### config.mk
export PLATFORM = sky130hd
export DESIGN_NAME = mcp23s17_responder
export DESIGN_NICKNAME = d
export VERILOG_FILES = /design/src/rtl/mcp23s17_responder.sv
export SDC_FILE = /design/constraint.sdc
export NUM_CORES = 1
export LEC_CHECK = 0
export CAP_MARGIN = 20
export CORE_MARGIN = 3
export CORE_UTILIZATION = 49
export CTS_CLUSTER_SIZE = 16
export DETAILED_ROUTE_END_ITERATION = 10
export PLACE_DENSITY = 0.73
export RECOVER_POWER = 50
export SYNTH_ARGS = -nofsm -noshare
export SYNTH_HDL_FRONTEND = slang
export SYNTH_SLANG_ARGS = --single-unit
### constraint.sdc
create_clock -name clk -period 2.9 [get_ports clk]
set_clock_uncertainty 0.2 [all_clocks]
set_input_delay 0.58 -clock clk [delete_from_list [all_inputs] [get_ports clk]]
set_output_delay 0.58 -clock clk [all_outputs]
set_load 0.01 [all_outputs]
### src/rtl/mcp23s17_responder.sv
// SPI responder emulating the MCP23S17 register subset and interrupt-on-change
// logic used by the joystick reader, so the reader can run with no expander fitted.
module mcp23s17_responder #(
    parameter logic [2:0] HW_ADDR     = 3'b000,
    parameter int         SYNC_STAGES = 2
) (
    input  logic       clk,
    input  logic       rst,
    input  logic       cs_n,
    input  logic       sck,
    input  logic       mosi,
    output logic       miso,
    output logic       miso_oe,
    input  logic [7:0] gpioa_in,
    input  logic [7:0] gpiob_in,
    output logic       inta,
    output logic       intb
);
    localparam logic [2:0] S_IDLE   = 3'd0;
    localparam logic [2:0] S_OPCODE = 3'd1;
    localparam logic [2:0] S_ADDR   = 3'd2;
    localparam logic [2:0] S_WR     = 3'd3;
    localparam logic [2:0] S_RD     = 3'd4;
    localparam logic [2:0] S_IGNORE = 3'd5;

    logic [SYNC_STAGES-1:0]      cs_sync, sck_sync, mosi_sync;
    logic [SYNC_STAGES-1:0][7:0] ga_sync, gb_sync;
    logic       cs_s, sck_s, mosi_s, cs_d, sck_d;
    logic [7:0] ga_s, gb_s, prev_a, prev_b;

    logic [2:0] state, bitcnt;
    logic [7:0] rx, tx;
    logic [4:0] ptr;
    logic       rw;
    logic [7:0] iodira, iodirb, gpintena, gpintenb, iocon;
    logic [7:0] intfa, intfb, intcapa, intcapb;

    logic       cs_rise, cs_fall, sck_ev, byte_done, op_ok, load_en, wr_en;
    logic       clr_a, clr_b, act_a, act_b;
    logic [7:0] rx_byte, rd_data, chg_a, chg_b;
    logic [4:0] ptr_next, load_addr;

    // Synchronizers and previous samples are never reset: a reset must not
    // fabricate cs/sck edges or pin changes.
    always_ff @(posedge clk) begin
        cs_sync[0]   <= cs_n;
        sck_sync[0]  <= sck;
        mosi_sync[0] <= mosi;
        ga_sync[0]   <= gpioa_in;
        gb_sync[0]   <= gpiob_in;
        for (int i = 1; i < SYNC_STAGES; i++) begin
            cs_sync[i]   <= cs_sync[i-1];
            sck_sync[i]  <= sck_sync[i-1];
            mosi_sync[i] <= mosi_sync[i-1];
            ga_sync[i]   <= ga_sync[i-1];
            gb_sync[i]   <= gb_sync[i-1];
        end
        cs_d   <= cs_s;
        sck_d  <= sck_s;
        prev_a <= ga_s;
        prev_b <= gb_s;
    end

    assign cs_s   = cs_sync[SYNC_STAGES-1];
    assign sck_s  = sck_sync[SYNC_STAGES-1];
    assign mosi_s = mosi_sync[SYNC_STAGES-1];
    assign ga_s   = ga_sync[SYNC_STAGES-1];
    assign gb_s   = gb_sync[SYNC_STAGES-1];

    assign cs_rise   = cs_s & ~cs_d;
    assign cs_fall   = ~cs_s & cs_d;
    assign sck_ev    = sck_s & ~sck_d & ~cs_rise;
    assign rx_byte   = {rx[6:0], mosi_s};
    assign byte_done = sck_ev && (bitcnt == 3'd7);
    assign op_ok     = (rx_byte[7:4] == 4'b0100) && (!iocon[3] || rx_byte[3:1] == HW_ADDR);
    assign ptr_next  = iocon[5] ? ptr : (ptr >= 5'h15) ? 5'h00 : ptr + 5'd1;
    assign load_addr = (state == S_ADDR) ? rx_byte[4:0] : ptr_next;
    assign load_en   = byte_done && ((state == S_ADDR && rw) || state == S_RD);
    assign wr_en     = byte_done && (state == S_WR);
    assign clr_a     = load_en && (load_addr == 5'h10 || load_addr == 5'h12);
    assign clr_b     = load_en && (load_addr == 5'h11 || load_addr == 5'h13);

    assign chg_a = (ga_s ^ prev_a) & gpintena & iodira;
    assign chg_b = (gb_s ^ prev_b) & gpintenb & iodirb;
    assign act_a = iocon[6] ? (|intfa | |intfb) : |intfa;
    assign act_b = iocon[6] ? (|intfa | |intfb) : |intfb;

    assign miso_oe = (state == S_RD);
    assign miso    = miso_oe & tx[7];

    always_comb begin
        case (load_addr)
            5'h00:        rd_data = iodira;
            5'h01:        rd_data = iodirb;
            5'h04:        rd_data = gpintena;
            5'h05:        rd_data = gpintenb;
            5'h0A, 5'h0B: rd_data = iocon;
            5'h0E:        rd_data = intfa;
            5'h0F:        rd_data = intfb;
            5'h10:        rd_data = intcapa;
            5'h11:        rd_data = intcapb;
            5'h12:        rd_data = ga_s;
            5'h13:        rd_data = gb_s;
            default:      rd_data = 8'h00;
        endcase
    end

    always_ff @(posedge clk) begin
        if (rst) begin
            state  <= S_IDLE;
            bitcnt <= 3'd0;
            rx     <= 8'h00;
            tx     <= 8'h00;
            ptr    <= 5'h00;
            rw     <= 1'b0;
        end else if (cs_rise) begin
            state <= S_IDLE;
            tx    <= 8'h00;
        end else if (state == S_IDLE) begin
            if (cs_fall) begin
                bitcnt <= 3'd0;
                state  <= S_OPCODE;
            end
        end else if (sck_ev) begin
            rx     <= rx_byte;
            bitcnt <= bitcnt + 3'd1;
            tx     <= load_en ? rd_data : {tx[6:0], 1'b0};
            if (bitcnt == 3'd7) begin
                case (state)
                    S_OPCODE: begin
                        if (op_ok) begin
                            rw    <= rx_byte[0];
                            state <= S_ADDR;
                        end else begin
                            state <= S_IGNORE;
                        end
                    end
                    S_ADDR: begin
                        ptr   <= rx_byte[4:0];
                        state <= rw ? S_RD : S_WR;
                    end
                    S_WR, S_RD: ptr <= ptr_next;
                    default: ;
                endcase
            end
        end
    end

    // A new capture takes priority over a read-triggered clear in the same cycle.
    always_ff @(posedge clk) begin
        if (rst) begin
            iodira   <= 8'hFF;
            iodirb   <= 8'hFF;
            gpintena <= 8'h00;
            gpintenb <= 8'h00;
            iocon    <= 8'h00;
            intfa    <= 8'h00;
            intfb    <= 8'h00;
            intcapa  <= 8'h00;
            intcapb  <= 8'h00;
            inta     <= 1'b1;
            intb     <= 1'b1;
        end else begin
            if (wr_en) begin
                case (ptr)
                    5'h00:        iodira   <= rx_byte;
                    5'h01:        iodirb   <= rx_byte;
                    5'h04:        gpintena <= rx_byte;
                    5'h05:        gpintenb <= rx_byte;
                    5'h0A, 5'h0B: iocon    <= rx_byte & 8'h7E;
                    default: ;
                endcase
            end
            if (chg_a != 8'h00 && intfa == 8'h00) begin
                intfa   <= chg_a;
                intcapa <= ga_s;
            end else if (clr_a) begin
                intfa <= 8'h00;
            end
            if (chg_b != 8'h00 && intfb == 8'h00) begin
                intfb   <= chg_b;
                intcapb <= gb_s;
            end else if (clr_b) begin
                intfb <= 8'h00;
            end
            inta <= iocon[1] ? act_a : ~act_a;
            intb <= iocon[1] ? act_b : ~act_b;
        end
    end
endmodule

==> metrics <==
status finished, final reports clean; Core Region around 0.013 mm²; ant diodes 0; Clk Latency, worst-skew pair about 0.43 ns; Ports 25; Slew Limit Fails 0; fin crit share between 90 and 100%; first-pass GRT wire length about 29 mm; Area growth syn-to-layout 22.4%; CTS sink count roughly 160; via count of the first global-routing pass between 5,000 and 6,000; crit path capture type register; Hold Fails Final Rpt 0; Total GRT Usage 25.6%; Post-Syn Area per Cell slightly below 10 µm²; Nets slightly below 800; r2r setup slk about 0.038 ns; stages on the worst setup path 9; CTS buffer count 17; Critical Path, Cell by Cell buf_4, nor4_4, o21a_1, a211oi_1, o211ai_1, inv_1, a221o_1, o41ai_2, a211oi_1; Critical Path Most Common Cell a211oi_1; final setup fails 0; Remaining DRCs 0; MaxCap Viol Count 0; Pwr Density 560 mW/mm²; H-Tree Level Count 4; Setup WS post-layout approximately 0.038 ns; CP max-delay cell dfxtp_4; cts hold-fix bufs 0; critical path's largest stage delay 0.37 ns; syn nets between 700 and 800; Peak VDD IR ~0.00061 V; reg2reg end tx[4]; Slew headroom 36.5%; Leak about 3.4 nW; Req. time, crit path between 2 and 3 ns; Root Driver clkbuf_16; Util after Layout approximately three fifths; wirelength, routed between 15 and 20 mm; FF-to-FF path depth 9; WL per Instance approximately 20 µm; FP Rows 42; HPWL Detailed 13.6 mm; DR pass1 iterations 6; Die Span X 123 µm; min Tclk post-route 2.86 ns; routability congestion estimate 0.985; Cells after Synth slightly below 700; Seq/Total Area, Yosys roughly 46%; CP Buf/Inv Count 2; Setup crit end tx[4]; WP data arrival roughly 3 ns; largest net degree at the start of global routing 89; Tightest Pin Transition roughly 0.95 ns; overflow left after global routing 0; Initial Utilization about half; HP Class register to register; Port Buf Inserts 24; Post-synth EDFFs 0; Fmax 349 MHz; Worst Path Class, Setup register to register; Async SR Flop Fraction 0%; synth warn 0; reg2reg start ptr[0]; Synth Register Bits about 160; Cell variety after synth 74; layout cells sized above 1 between 20% and 30%; post-route ant nets 0; Finished Cell Area 0.00819 mm²; CP Launch Type register; Placed Area between 0.007 and 0.008 mm²; Most used DFF post-synth dfxtp_1; CTS tree done; Die Footprint 0.0151 mm²; via count 5,674; DP Worst Slack -0.0656 ns; initial antenna violation count 0; drt initial violations between 400 and 500; routed vias/inst around 6; start point of the critical path ptr[0]; CP Max Fanout 5; die height 123 µm; family with the most delay on the worst path compound AO/OA/AOI/OAI gates; Bufs on Longest Clock Path 2; Post-Synthesis Cell Area ~0.0067 mm²; Clock Pin Slew Worst Setup and Hold Paths approximately 0.060 ns
[how the worst min path moves through the flow]
stage	endpoint	depth (start not counted)	startpoint	slack [ns]
2_1_floorplan	cs_sync[1]	0	cs_sync[0]	0.11
3_3_place_gp	cs_sync[1]	0	cs_sync[0]	0.11
3_5_place_dp	gb_s[0]	0	gb_sync[0]	0.11
4_1_cts	sck_sync[1]	0	sck_sync[0]	0.12
5_1_grt	gb_s[1]	0	gb_sync[1]	0.13
6_report	sck_sync[1]	0	sck_sync[0]	0.12
[state kept, by name (all words and copies together), names as in the netlist, 2 cells and up]
| name | count |
|---|---|
| gb_s | 8 |
| tx | 8 |
| bitcnt | 3 |
| ptr | 5 |
| gb_sync | 8 |
| iodirb | 8 |
| iocon | 6 |
| gpintenb | 8 |
| ga_sync | 8 |
| ga_s | 8 |
| intcapb | 8 |
| prev_a | 8 |
| sck_sync | 2 |
| state | 3 |
| cs_sync | 2 |
| intcapa | 8 |
| mosi_sync | 2 |
| prev_b | 8 |
| intfb | 8 |
| intfa | 8 |
| iodira | 8 |
| gpintena | 8 |
| rx | 7 |
[cells by family after synthesis]
group                      count (synthesis)  share of synthesized area (%)
and+or+nand+nor                          242                           19.6
DFF                                      155                           46.4
AOI/OAI and AO/OA                        154                           17.6
muxes                                     56                           8.83
buffers and inverters                     53                           3.72
xor gates and xnor gates                  21                           2.75
adders and majority gates                  6                           1.12
[layer usage]
layer / vias up / GRT usage (%) / routed length, µm
met4: 0 / 11.8 / 721
met3: 67 / 4.42 / 1390
met1: 2732 / 33.5 / 7970
met5: - / 0 / 0
met2: 258 / 41.3 / 8820
li1: 2617 / - / -
[cells in the mapped netlist (4+ instances only)]
library cell / instances / area share (%)
clkbuf_1: 22 / 1.2
and3_1: 15 / 1.4
buf_2: 13 / 0.97
nand2b_1: 4 / 0.37
a22oi_1: 18 / 2.0
o211ai_1: 6 / 0.67
nand2_1: 45 / 2.5
a211o_1: 17 / 2.2
nor3_1: 6 / 0.45
o21ai_0: 17 / 1.3
and2_1: 7 / 0.65
nand3b_1: 5 / 0.56
mux2i_1: 44 / 6.6
ha_1: 6 / 1.1
nor3b_1: 4 / 0.45
o22ai_1: 4 / 0.37
nor2b_1: 23 / 2.2
xor2_1: 20 / 2.6
a21oi_1: 34 / 2.5
a22oi_2: 6 / 1.1
nor2_1: 82 / 4.6
inv_1: 9 / 0.51
dfxtp_1: 155 / 46
nand4_1: 5 / 0.47
mux2_2: 10 / 1.7
or4_1: 7 / 0.79
a211oi_1: 7 / 0.79
a221o_1: 5 / 0.75
nand3_1: 17 / 1.3
[area by class of cell]
cell class,count,area (µm²)
clock buffers,20,457
clock inverters,10,143
fillers,1068,5110
inverters,9,33.8
multi-input cells,479,3450
flip-flops and latches,155,3120
well taps,176,220
repair buffers,92,764
[report_power, final]
| part | switching [W] | leakage (nW) | internal [W] |
|---|---|---|---|
| clock network | 0.000860 | 0.281 | 0.00139 |
| logic | 0.0000739 | 1.81 | 0.0000573 |
| registers | 0.0000312 | 1.27 | 0.00217 |
| total | 0.000966 | 3.36 | 0.00362 |
[cell usage in the layout (no fill, tap or decap), types with 4 or more instances in the layout]
cell,synthesis,final
clkinvlp_4,0,4
buf_4,3,60
o21ai_1,2,4
clkbuf_1,22,4
mux2i_1,44,44
mux2_2,10,10
dfxtp_1,155,149
a21oi_1,34,34
nand2b_1,4,4
clkbuf_16,0,17
dlygate4sd3_1,0,21
nor3_1,6,4
nor2b_1,23,22
nand2_1,45,45
nand3b_1,5,5
inv_1,9,8
nor2_1,82,82
or4_1,7,7
a221o_1,5,5
and3_1,15,15
nand3_1,17,17
a22oi_2,6,7
dfxtp_2,0,4
ha_1,6,4
nand4_1,5,5
a22oi_1,18,17
a211oi_1,7,7
o211ai_1,6,6
o21ai_0,17,13
xor2_1,20,20
a211o_1,17,17
[through the flow]
step	hold slack, ns	instances	total power, W	TNS (ns)
floorplan	0.110	687	0.00232	0
global placement	0.110	899	0.00238	-0.0347
detailed placement	0.112	899	0.00239	-0.104
CTS	0.123	931	0.00461	0
global route	0.129	941	0.00471	-0.104
finish	0.122	941	0.00459	0
[timing repair]
action / CTS / global route
pin swaps: 0 / 13
gates resized for setup: 2 / 36
endpoints found under the setup margin: 6 / 23
setup buffers: 2 / 10
Note: power is estimated with default switching activity, not from simulation.
